`src/rtl/rv_pkg.sv`:
```
// Shared RV32I core types: the core-to-memory request struct and the
// shared-memory-port arbiter state/owner encodings.
package rv_pkg;

  typedef struct packed {
    logic [31:0] wr_data;
    logic [31:0] address;
    logic        wr_en;
    logic        rd_en;
    logic [3:0]  byte_en;
  } t_core2mem_req;

  typedef enum logic [1:0] {
    ARB_IDLE  = 2'd0,
    ARB_ISSUE = 2'd1,
    ARB_WAIT  = 2'd2
  } t_arb_state;

  typedef enum logic {
    OWN_I = 1'b0,
    OWN_D = 1'b1
  } t_arb_owner;

  localparam logic [3:0] BE_WORD = 4'hF;

  // Instruction fetches are always full-word reads.
  function automatic t_core2mem_req fetch_req(input logic [31:0] addr);
    t_core2mem_req req;
    req         = '0;
    req.address = addr;
    req.rd_en   = 1'b1;
    req.byte_en = BE_WORD;
    return req;
  endfunction

endpackage

```
`src/rtl/rv_mem_arb_pick.sv`:
```
// Combinational grant selection for rv_mem_arb: data beats fetch unless the
// starvation guard (macro RV_MEM_ARB_STARVE_GUARD_EN) says fetch has waited enough.
module rv_mem_arb_pick
  import rv_pkg::*;
#(
  parameter int STARVE_MAX = 4,
  localparam int CNT_W = $clog2(STARVE_MAX + 1)
) (
  input  logic             i_pend_i,
  input  logic             i_pend_d,
  input  logic [CNT_W-1:0] i_starve_cnt,
  output logic             o_gnt_valid,
  output t_arb_owner       o_gnt_owner
);

  logic w_starved;

`ifdef RV_MEM_ARB_STARVE_GUARD_EN
  assign w_starved = (i_starve_cnt == CNT_W'(STARVE_MAX));
`else
  logic w_unused_cnt;
  assign w_unused_cnt = ^i_starve_cnt;
  assign w_starved    = 1'b0;
`endif

  always_comb begin
    o_gnt_valid = i_pend_i | i_pend_d;
    o_gnt_owner = OWN_I;
    // Fetch only overrides a pending data request once it is starved.
    if (i_pend_d && !(i_pend_i && w_starved)) begin
      o_gnt_owner = OWN_D;
    end
  end

endmodule

```
`src/rtl/rv_mem_arb.sv`:
```
// Fetch/data arbiter for the single shared memory port, one transaction in flight.
// Optional fetch starvation guard enabled by macro RV_MEM_ARB_STARVE_GUARD_EN.
//
// Handshakes: a requester holds its request stable until its *_req_ready pulse
// (combinational, high in the IDLE cycle in which the request is latched);
// mem_req/mem_req_valid are registered and held until mem_req_ready; each
// *_rsp_valid is a registered one-cycle pulse to the owning requester only.
module rv_mem_arb
  import rv_pkg::*;
#(
  parameter int STARVE_MAX = 4
) (
  input  logic          clk,
  input  logic          rst_n,
  input  logic          imem_req_valid,
  input  logic [31:0]   imem_addr,
  output logic          imem_req_ready,
  output logic          imem_rsp_valid,
  output logic [31:0]   imem_rsp_data,
  input  t_core2mem_req dmem_req,
  output logic          dmem_req_ready,
  output logic          dmem_rsp_valid,
  output logic [31:0]   dmem_rsp_data,
  output t_core2mem_req mem_req,
  output logic          mem_req_valid,
  input  logic          mem_req_ready,
  input  logic          mem_rsp_valid,
  input  logic [31:0]   mem_rsp_data,
  output logic          busy,
  output t_arb_state    dbg_state
);

  localparam int CNT_W = $clog2(STARVE_MAX + 1);

  t_arb_state       r_state;
  t_arb_state       w_state_nxt;
  t_arb_owner       r_owner;
  t_core2mem_req    r_mem_req;
  logic             r_mem_req_valid;
  logic             r_imem_rsp_valid;
  logic             r_dmem_rsp_valid;
  logic [31:0]      r_imem_rsp_data;
  logic [31:0]      r_dmem_rsp_data;

  logic             w_pend_i;
  logic             w_pend_d;
  logic             w_gnt_valid;
  t_arb_owner       w_gnt_owner;
  logic             w_grant;
  logic [CNT_W-1:0] w_starve_cnt;

  assign w_pend_i = imem_req_valid;
  assign w_pend_d = dmem_req.rd_en | dmem_req.wr_en;

  rv_mem_arb_pick #(
    .STARVE_MAX (STARVE_MAX)
  ) u_pick (
    .i_pend_i     (w_pend_i),
    .i_pend_d     (w_pend_d),
    .i_starve_cnt (w_starve_cnt),
    .o_gnt_valid  (w_gnt_valid),
    .o_gnt_owner  (w_gnt_owner)
  );

  always_comb begin
    w_state_nxt = r_state;
    w_grant     = 1'b0;
    case (r_state)
      ARB_IDLE: begin
        // rst_n gating keeps the ready pulses low while reset is held.
        if (w_gnt_valid && rst_n) begin
          w_grant     = 1'b1;
          w_state_nxt = ARB_ISSUE;
        end
      end
      ARB_ISSUE: begin
        if (mem_req_ready) begin
          w_state_nxt = ARB_WAIT;
        end
      end
      ARB_WAIT: begin
        if (mem_rsp_valid) begin
          w_state_nxt = ARB_IDLE;
        end
      end
      default: w_state_nxt = ARB_IDLE;
    endcase
  end

  always_ff @(posedge clk or negedge rst_n) begin
    if (!rst_n) begin
      r_state <= ARB_IDLE;
    end else begin
      r_state <= w_state_nxt;
    end
  end

  always_ff @(posedge clk or negedge rst_n) begin
    if (!rst_n) begin
      r_owner          <= OWN_I;
      r_mem_req        <= '0;
      r_mem_req_valid  <= 1'b0;
      r_imem_rsp_valid <= 1'b0;
      r_dmem_rsp_valid <= 1'b0;
      r_imem_rsp_data  <= '0;
      r_dmem_rsp_data  <= '0;
    end else begin
      r_imem_rsp_valid <= 1'b0;
      r_dmem_rsp_valid <= 1'b0;
      if (w_grant) begin
        r_owner         <= w_gnt_owner;
        r_mem_req       <= (w_gnt_owner == OWN_D) ? dmem_req : fetch_req(imem_addr);
        r_mem_req_valid <= 1'b1;
      end else if ((r_state == ARB_ISSUE) && mem_req_ready) begin
        r_mem_req_valid <= 1'b0;
      end
      // Responses outside WAIT have no owner and are dropped.
      if ((r_state == ARB_WAIT) && mem_rsp_valid) begin
        if (r_owner == OWN_D) begin
          r_dmem_rsp_valid <= 1'b1;
          r_dmem_rsp_data  <= mem_rsp_data;
        end else begin
          r_imem_rsp_valid <= 1'b1;
          r_imem_rsp_data  <= mem_rsp_data;
        end
      end
    end
  end

`ifdef RV_MEM_ARB_STARVE_GUARD_EN
  logic [CNT_W-1:0] r_starve_cnt;

  // Counts data grants that bypassed a waiting fetch; saturates at STARVE_MAX.
  always_ff @(posedge clk or negedge rst_n) begin
    if (!rst_n) begin
      r_starve_cnt <= '0;
    end else if (w_grant) begin
      if ((w_gnt_owner == OWN_I) || !imem_req_valid) begin
        r_starve_cnt <= '0;
      end else if (r_starve_cnt != CNT_W'(STARVE_MAX)) begin
        r_starve_cnt <= r_starve_cnt + CNT_W'(1);
      end
    end
  end

  assign w_starve_cnt = r_starve_cnt;
`else
  assign w_starve_cnt = '0;
`endif

  assign imem_req_ready = w_grant && (w_gnt_owner == OWN_I);
  assign dmem_req_ready = w_grant && (w_gnt_owner == OWN_D);
  assign imem_rsp_valid = r_imem_rsp_valid;
  assign imem_rsp_data  = r_imem_rsp_data;
  assign dmem_rsp_valid = r_dmem_rsp_valid;
  assign dmem_rsp_data  = r_dmem_rsp_data;
  assign mem_req        = r_mem_req;
  assign mem_req_valid  = r_mem_req_valid;
  assign busy           = (r_state != ARB_IDLE);
  assign dbg_state      = r_state;

endmodule

```
`config.mk`:
```
export PLATFORM = sky130hd
export DESIGN_NAME = rv_mem_arb
export DESIGN_NICKNAME = d
export VERILOG_FILES = /design/src/rtl/rv_pkg.sv /design/src/rtl/rv_mem_arb_pick.sv /design/src/rtl/rv_mem_arb.sv
export SDC_FILE = /design/constraint.sdc
export NUM_CORES = 1
export LEC_CHECK = 0
export CAP_MARGIN = 20
export CORE_MARGIN = 1
export CORE_UTILIZATION = 37
export DETAILED_ROUTE_END_ITERATION = 8
export PLACE_DENSITY = 0.76
export SETUP_SLACK_MARGIN = 0.02
export SYNTH_ARGS = -nofsm -noshare
export SYNTH_HDL_FRONTEND = slang
export SYNTH_SLANG_ARGS = --single-unit
export TNS_END_PERCENT = 10
```
`constraint.sdc`:
```
create_clock -name clk -period 1.5 [get_ports clk]
set_input_delay 0.15 -clock clk [delete_from_list [all_inputs] [get_ports clk]]
set_output_delay 0.15 -clock clk [all_outputs]
set_load 0.03 [all_outputs]
```
# Word level (Yosys, flattened, before mapping)
# Index checks and enable logic that the tools add are counted.
[word_totals]
register_bits = 140
[op_classes]
eq_ne = 5
reduce_logical = 11
bitwise_logic = 4
mux = 14
[op_table]
columns = ["operator", "count"]
rows = [
  ["two-way mux 70 bit", 1],
  ["two-way mux 1 bit", 9],
  ["two-way mux 2 bit", 3],
  ["!= test 2 bit (second input constant)", 3],
  ["case mux 2 bit (3 select lines)", 1],
  ["logical AND 1 bit", 5],
  ["AND reduction 2 bit", 2],
  ["nonzero test 2 bit", 2],
  ["AND reduction 3 bit", 1],
  ["== test 2 x 1 -> 1 bit (second input constant)", 1],
  ["== test 2 bit (second input constant)", 1],
  ["zero test 2 bit", 1],
  ["NOT 1 bit", 2],
  ["OR 1 bit", 2],
]

# Depth between registers and ports, before layout
# Gate-level depths: netlist of run 1.
[logic_depth]
word_depth = 6
ltp_mapped = 5

# Modules after synthesis
# From an unflattened synthesis of run 1, not the netlist that was laid out.
[unflattened]
hier_cells = 418
area_unflattened_um2 = 5941.9
[modules_own_cells]
columns = ["module", "seq_area_each_um2", "instances", "cells_each", "area_each_um2"]
rows = [
  ["rv_mem_arb", 3503.4, 1, 416, 5928.2],
  ["rv_mem_arb_pick", 0.0, 1, 2, 13.8],
]

# Worst setup path before layout of run 1
# OpenSTA, ideal clock, no wires.
[synth_timing]
path_type = "register to register"
start = "register r_state[0], in the netlist dbg_state[0]"
end = "register r_imem_rsp_data[10], in the netlist imem_rsp_data[10]"
setup_ps = 125
synth_period_minus_slack_ps = 1772
arrival_ps = 1647
setup_slack_ps = -272
path_buffers = 1
stages_incl_launch_ff = 5
cell_sequence = "dfrtp_1 nand2b_1 nor3b_2 buf_6 mux2_2"
[synth_via]
elab_chain_len = 3
[synth_lines]
columns = ["element", "line_no", "rtl"]
rows = [
  ["from (decl)", "rv_mem_arb.sv:35", "t_arb_state r_state;"],
  ["from (signal assigned)", "rv_mem_arb.sv:94", "r_state <= w_state_nxt;"],
  ["== test 2 bit", "rv_mem_arb.sv:118", "if ((r_state == ARB_WAIT) && mem_rsp_valid) begin"],
  ["logical AND 1 bit", "rv_mem_arb.sv:118", ""],
  ["AND reduction 2 bit (no line)", "--", ""],
  ["to (signal assigned)", "rv_mem_arb.sv:124", "r_imem_rsp_data <= mem_rsp_data;"],
  ["to (decl)", "rv_mem_arb.sv:42", "logic [31:0] r_imem_rsp_data;"],
]
# Every way passes these cells.
# A chain may end at the register's enable or synchronous reset.

# Worst setup path after layout of run 1
[layout_timing]
start = "register r_state[1], in the netlist dbg_state[1]"
end = "register r_dmem_rsp_data[16], in the netlist dmem_rsp_data[16]"
[layout_via]
elab_chain_len = 3
[layout_lines]
columns = ["element", "line_no", "rtl"]
rows = [
  ["== test 2 bit", "rv_mem_arb.sv:118", ""],
  ["logical AND 1 bit", "rv_mem_arb.sv:118", ""],
  ["AND reduction 2 bit (no line)", "--", ""],
  ["to (signal assigned)", "rv_mem_arb.sv:121", "r_dmem_rsp_data <= mem_rsp_data;"],
  ["to (decl)", "rv_mem_arb.sv:43", "logic [31:0] r_dmem_rsp_data;"],
]
# Every way passes these cells.

==> results of run 1 <==
## synthesized netlist by cell type, types with 2 or more instances
master / instances / share of area, %
and2_0: 3 / 0.31
and2_1: 29 / 3.0
buf_2: 3 / 0.25
buf_4: 7 / 0.87
buf_6: 5 / 0.93
buf_8: 3 / 0.75
clkbuf_1: 3 / 0.19
dfrtp_1: 140 / 58
inv_1: 2 / 0.12
mux2_2: 136 / 25
mux2_4: 31 / 7.7
nand2_1: 2 / 0.12
nand2b_1: 6 / 0.62
nand3b_1: 2 / 0.25
nor2_1: 2 / 0.12
## per-layer routing
layer  GRT usage, %  wire (um)
met1          20.57       6344
met2          34.98       8662
met3          5.285       1022
met4          9.576        474
met5              0          0
## flip-flops by register name, summed over array words and instances, names as in the netlist
name,count
dbg_state,2
mem_req_valid,1
r_owner,1
dmem_rsp_data,32
mem_req,70
imem_rsp_data,32
dmem_rsp_valid,1
imem_rsp_valid,1
## placed cells by master (no fill, tap or decap), types with 2 or more instances in the layout
master and count:
clkdlybuf4s50_1 135, and2_0 3, bufinv_16 4, nand3b_1 2, dfrtp_1 138, buf_12 6, clkinv_4 2, clkinvlp_4 2
and2_1 29, nand2b_1 5, nand2_1 2, mux2_4 64, inv_1 2, inv_6 3, clkdlybuf4s15_2 2, dlygate4sd3_1 2
clkbuf_8 2, nor2_4 2, dfrtp_2 2, buf_6 6, mux2_2 103, buf_4 14, dlygate4sd2_1 139, clkbuf_16 20
## timing repair
| item | CTS | global route |
|---|---|---|
| gates cloned | 1 | 3 |
| hold buffers | 2 | 0 |
| gates resized for setup | 153 | 36 |
| buffers inserted | 6 | 3 |
| pin swaps | 4 | 1 |
| endpoints found under the setup margin | 188 | 106 |
| endpoints found under the hold margin | 140 | 0 |
## worst max-delay path, delay by kind of cell (launching register included)
kind	cells	cell delay, ns
and+or+nand+nor	1	0.11
buffers and inverters	4	0.62
muxes	1	0.31
DFF	1	0.43
## layout make-up
class,instances,area (um2),area share (%)
clock buffer,20,456.7,4.596
tap,216,270.3,2.720
inverter,2,7.507,0.07556
multi-input combinational,220,2505,25.21
clock inverter,12,183.9,1.851
sequential,140,3506,35.29
timing repair buffer,308,3007,30.26
## stage by stage
| stage | worst slack, ns | utilization, % | total power [W] | instance area [um2] | hold slack [ns] |
|---|---|---|---|---|---|
| finish | -0.08653 | 62.55 | 0.02171 | 9936 | 0.1807 |
| global route | -0.1566 | 62.55 | 0.02274 | 9936 | 0.1762 |
| CTS | -0.1353 | 61.07 | 0.02142 | 9702 | 0.1476 |
| detailed placement | -0.4274 | 57.36 | 0.01802 | 9111 | -0.04897 |
| global placement | -0.3999 | 57.36 | 0.01770 | 9111 | -0.04950 |
| floorplan | -0.1167 | - | 0.01290 | 6042 | -0.1456 |
## logic make-up (layout without fill, tap and decap cells)
logic type / count (synthesis) / in the layout / synth area share (%)
flip-flops: 140 / 140 / 58.16
multiplexers: 167 / 167 / 33.15
buffers and inverters: 23 / 342 / 3.116
AO/OA/AOI/OAI: 2 / 2 / 0.1660
AND/OR/NAND/NOR: 51 / 51 / 5.401
## path summary, 6_finish.rpt
kind,start,end,depth (start not counted)
worst max-delay path,dbg_state[1],dmem_rsp_data[16],6
worst min-delay path,rst_n,imem_rsp_data[0],2
worst max register to register,dbg_state[1],dmem_rsp_data[16],6
worst min register to register,mem_req_valid,mem_req_valid,2
max in group asynchronous,rst_n,dbg_state[1],3
min in group clk,dmem_req[4],mem_req[4],3
## power by group through the flow
stage	Combinational, W	Sequential, W	Clock [W]
2_1_floorplan	0.00264	0.0103	0
3_3_place_gp	0.0111	0.00659	0
3_5_place_dp	0.0113	0.00668	0
4_1_cts	0.0103	0.00656	0.00459
5_1_grt	0.0111	0.00682	0.00479
6_report	0.0106	0.00658	0.00451
==> results.py, run 1 <==
metrics = {
    "placement": {
        "dp.cells": 871,
        "io_buffers": 280,
        "dp_hpwl_mm": 11.48,
        "gp_congestion": 0.7601,
    },
    "clock_tree": {
        "root_buffer": "clkbuf_16",
        "cts_tree": "built",
        "worstSkewPairLatency_ns": 0.41,
        "clockBufferDepth": 2,
        "clkTransAtPathRegs_ns": 0.06,
        "cts_num_sinks": 140,
        "htree_levels": 4,
        "cts_buffers": 17,
    },
    "timing": {
        "setup_viol": 82,
        "fin_skew_ns": 0.005704,
        "timing.final.ws_setup_ns": -0.08653,
        "tightest_slew_ns": 0.6560,
        "tns_ns": -2.957,
        "slew_viol_final": 0,
        "maxSlewHeadroom_pct": 56.27,
        "post-route-period-util_pct": 105.8,
        "rsz0062_at_grt": "true",
        "period_needed_ns": 1.587,
        "fmax_mhz": 630.3,
        "hold_violations": 0,
    },
    "floorplan": {
        "chipHeight_um": 129.6,
        "start_util_pct": 37.92,
        "core_area_um2": 15890,
        "io_pins": 281,
        "die_area_um2": 16790,
        "rows": 46,
        "die_w_um": 129.6,
    },
    "worst_setup_path": {
        "cp.arrival_ns": 1.88,
        "cpPeakStageDelay_ns": 0.43,
        "cp.required_ns": 1.79,
        "worst_setup_path_start_kind": "flip-flop",
        "worst_setup_path_end_kind": "flip-flop",
        "crit_path_cell_trace": "buf_6 -> buf_6 -> nand4b_1 -> buf_4 -> clkbuf_16 -> mux2_4",
        "slowest_stage": "dfrtp_2",
        "path_class": "reg2reg",
        "cp_max_fo": 16,
        "crit_top_cell": "buf_6",
        "reg2reg_slack_ns": -0.09,
    },
    "detailed_routing": {
        "wl_mm": 16.50,
        "drt_iter0_markers": 67,
        "wl_per_cell_um": 17.98,
        "vias": 4280,
        "ant_nets": 0,
        "remaining_drc_errors": 0,
        "viasPerCell": 4.662,
        "first_pass_iters": 4,
    },
    "logic_synthesis": {
        "synth_seq_area_share_pct": 58.16,
        "syn_nets": 522,
        "yosysWarningCount": 0,
        "synth_area_per_cell_um2": 15.73,
        "synth-seq-cells": 140,
        "ys_dominant_reg_cell": "dfrtp_1",
        "ys_types": 24,
        "synth-async-reset-ratio_pct": 100.0,
        "syn_inst": 383,
        "synth_edf_count": 0,
        "syn-cell-area_um2": 6023,
    },
    "worst_hold_path": {
        "hold_path.class": "in2async",
    },
    "power": {
        "switching_power_w": 0.008632,
        "p_per_area_nw_per_um2": 2185,
        "leakage_nw": 4.730,
        "clkPwrFrac_pct": 20.8,
        "p_seq_share_pct": 30.3,
        "combPwrFrac_pct": 48.9,
        "swShare_pct": 39.76,
        "ir_drop_mv": 0.9998,
        "intPower_w": 0.01308,
    },
    "global_route": {
        "grt_first_pass_wirelength_mm": 24.29,
        "grt_use_total_pct": 19.29,
        "grt_start_max_net_pins": 54,
        "first_global_vias": 4594,
        "overflow": 0,
        "antenna_found_initial": 0,
    },
    "outcome": {
        "violations": "negative setup slack",
        "status": "complete, but fails checks",
    },
    "layout": {
        "stdcell_count": 918,
        "fill_cells": 1273,
        "drive_gt1_share_pct": 34.19,
        "diodes": 0,
        "area_delta_synth_final_pct": 64.96,
        "nets": 828,
    },
    "flow_run": {
        "drv_cap": 0,
    },
}
Note: power is estimated with default switching activity, not from simulation.
==> run 2, diff against run 1 <==
--- a/config.mk
+++ b/config.mk
@@ -6,10 +6,12 @@
 export NUM_CORES = 1
 export LEC_CHECK = 0
 export CAP_MARGIN = 20
+export CELL_PAD_IN_SITES_DETAIL_PLACEMENT = 1
+export CELL_PAD_IN_SITES_GLOBAL_PLACEMENT = 1
 export CORE_MARGIN = 1
-export CORE_UTILIZATION = 37
+export CORE_UTILIZATION = 29
 export DETAILED_ROUTE_END_ITERATION = 8
-export PLACE_DENSITY = 0.76
+export PLACE_DENSITY_LB_ADDON = 0.1
 export SETUP_SLACK_MARGIN = 0.02
 export SYNTH_ARGS = -nofsm -noshare
 export SYNTH_HDL_FRONTEND = slang
==> run 2 against run 1 <==
- clock skew is 0.00068 ns higher
- global-route usage decreased by 2.1 points
- largest power group unchanged
- non-clock buffer count is 5 higher
- first-iteration DRC count grew 28%
- utilization fell by 13 points
- the flow still finishes with violations (negative setup slack)
- clock-buffer cell count did not move
- final cell count grew 6.3%
- critical path depth rose by 1
- routed wire length is 8.2% higher
- sequential share of layout area decreased by 0.36 points
- hold slack gained 0.20 ns
- via count increased by 0.68%
==> results.py, run 2 (synthesized netlist as in run 1, its figures left out) <==
metrics = {
    "layout": {
        "final_util_pct": 49.46,
        "mostFrequentLayoutCell": "dfrtp_1",
        "layout_common_cells": "dfrtp_1 (138), clkdlybuf4s50_1 (137), dlygate4sd2_1 (137)",
        "fill_cells": 2069,
        "largest_reg_flops": 70,
        "stdcell_count": 976,
        "drive_gt1_share_pct": 34.84,
        "area_delta_synth_final_pct": 66.68,
        "diodes": 0,
        "nets": 833,
    },
    "clock_tree": {
        "clkTransAtPathRegs_ns": 0.06,
        "worstSkewPairLatency_ns": 0.41,
        "htree_levels": 4,
        "cts_buffers": 17,
        "clockBufferDepth": 2,
        "root_buffer": "clkbuf_16",
        "cts_tree": "built",
        "cts_num_sinks": 140,
    },
    "power": {
        "p_per_area_nw_per_um2": 2162,
        "ir_drop_mv": 0.8749,
        "leakage_nw": 4.675,
    },
    "floorplan": {
        "die_area_um2": 21350,
        "die_w_um": 146.1,
        "rows": 52,
        "core_area_um2": 20300,
        "chipHeight_um": 146.1,
        "start_util_pct": 29.67,
        "io_pins": 281,
    },
    "detailed_routing": {
        "viasPerCell": 4.415,
        "vias": 4309,
        "wl_mm": 17.85,
        "remaining_drc_errors": 0,
        "wl_per_cell_um": 18.29,
        "drt_iter0_markers": 86,
        "ant_nets": 0,
        "first_pass_iters": 4,
    },
    "worst_hold_path": {
        "whs_path_depth": 2,
        "hold_end": "dmem_rsp_data[20]",
        "min_from": "mem_rsp_data[20]",
        "hold_path.class": "in2reg",
    },
    "timing": {
        "post-route-period-util_pct": 111.9,
        "fmax_mhz": 595.7,
        "hold_violations": 0,
        "period_needed_ns": 1.679,
        "maxSlewHeadroom_pct": 61.13,
        "setup_viol": 134,
        "rsz0062_at_grt": "true",
        "slew_viol_final": 0,
        "fin_skew_ns": 0.006381,
        "timing.final.ws_setup_ns": -0.1786,
        "tightest_slew_ns": 0.5830,
    },
    "placement": {
        "io_buffers": 280,
        "dp.cells": 929,
        "gp_congestion": 0.7446,
        "dp_hpwl_mm": 12.75,
    },
    "global_route": {
        "grt_first_pass_wirelength_mm": 27.88,
        "antenna_found_initial": 0,
        "first_global_vias": 4787,
        "overflow": 0,
        "grt_use_total_pct": 17.23,
        "grt_start_max_net_pins": 109,
    },
    "worst_setup_path": {
        "worst_setup_path_start_kind": "flip-flop",
        "regToRegStartpoint": "dbg_state[0]",
        "reg2reg_slack_ns": -0.18,
        "cp_max_fo": 7,
        "cp.required_ns": 1.79,
        "reg2regPathDepth": 7,
        "reg2reg_to": "dmem_rsp_data[3]",
        "path_class": "reg2reg",
        "cp.arrival_ns": 1.97,
        "worst_setup_path_end_kind": "flip-flop",
    },
    "flow_run": {
        "drv_cap": 0,
    },
    "outcome": {
        "violations": "negative setup slack",
        "status": "complete, but fails checks",
    },
}
[run 2: per-stage QoR]
stage                     TNS, ns  total power [W]  hold WS [ns]  worst slack (ns)  cell area, um2
final                      -8.098          0.02170        0.3796           -0.1786           10040
after floorplan            -3.365          0.01290       -0.1456           -0.1167            6042
after global routing       -14.59          0.02283        0.3634           -0.2062           10040
after global placement     -33.27          0.01800        0.2584           -0.4095            9244
after CTS                  -8.321          0.02154        0.3504           -0.1570            9804
after detailed placement   -39.20          0.01825        0.2609           -0.4634            9244
[run 2: worst max path at each step]
stage | slack [ns] | start | to
2_1_floorplan | -0.12 | dbg_state[0] | imem_rsp_data[10]
3_3_place_gp | -0.41 | dmem_req[5] | mem_req[37]
3_5_place_dp | -0.46 | dmem_req[5] | mem_req[61]
4_1_cts | -0.16 | dbg_state[1] | imem_req_ready
5_1_grt | -0.21 | dbg_state[0] | dmem_rsp_data[11]
6_report | -0.18 | dbg_state[0] | dmem_rsp_data[3]
[run 2: final cells by class]
class	instances	area [um2]	share of cell area, %
inverter	2	7.507	0.07478
timing repair buffer	313	3098	30.86
sequential	140	3506	34.92
multi-input combinational	220	2490	24.80
tap	270	337.8	3.365
clock buffer	20	456.7	4.549
clock inverter	11	143.9	1.433
[run 2: routing by layer]
metal,vias to the layer above,routed length [um],GRT usage [%]
met3,15,1116,5.500
met1,2173,7505,20.62
met4,0,238,5.625
met5,-,0,0
met2,160,8992,29.28
li1,1961,-,-
[run 2: critical path, stage by stage, from the launching register on]
cell	delay, ns
dfrtp_2	0.44
buf_4	0.15
buf_6	0.11
nand4b_1	0.17
buf_6	0.15
buf_4	0.13
buf_6	0.13
mux2_2	0.27
[run 2: power breakdown]
part	internal (W)	total (W)	leakage, nW	switching [W]
Clock	0.00269	0.00427	0.296	0.00158
Combinational	0.00471	0.0108	2.70	0.00613
Sequential	0.00564	0.00659	1.68	0.000955
Total	0.0130	0.0217	4.67	0.00866
[run 2: repair_timing]
action | in CTS | in global routing
hold endpoints to repair | 140 | 0
buffers inserted | 6 | 7
resized for setup | 153 | 44
hold buffers | 1 | 0
endpoints found under the setup margin | 262 | 140
pin swaps | 3 | 2
gates cloned | 1 | 2
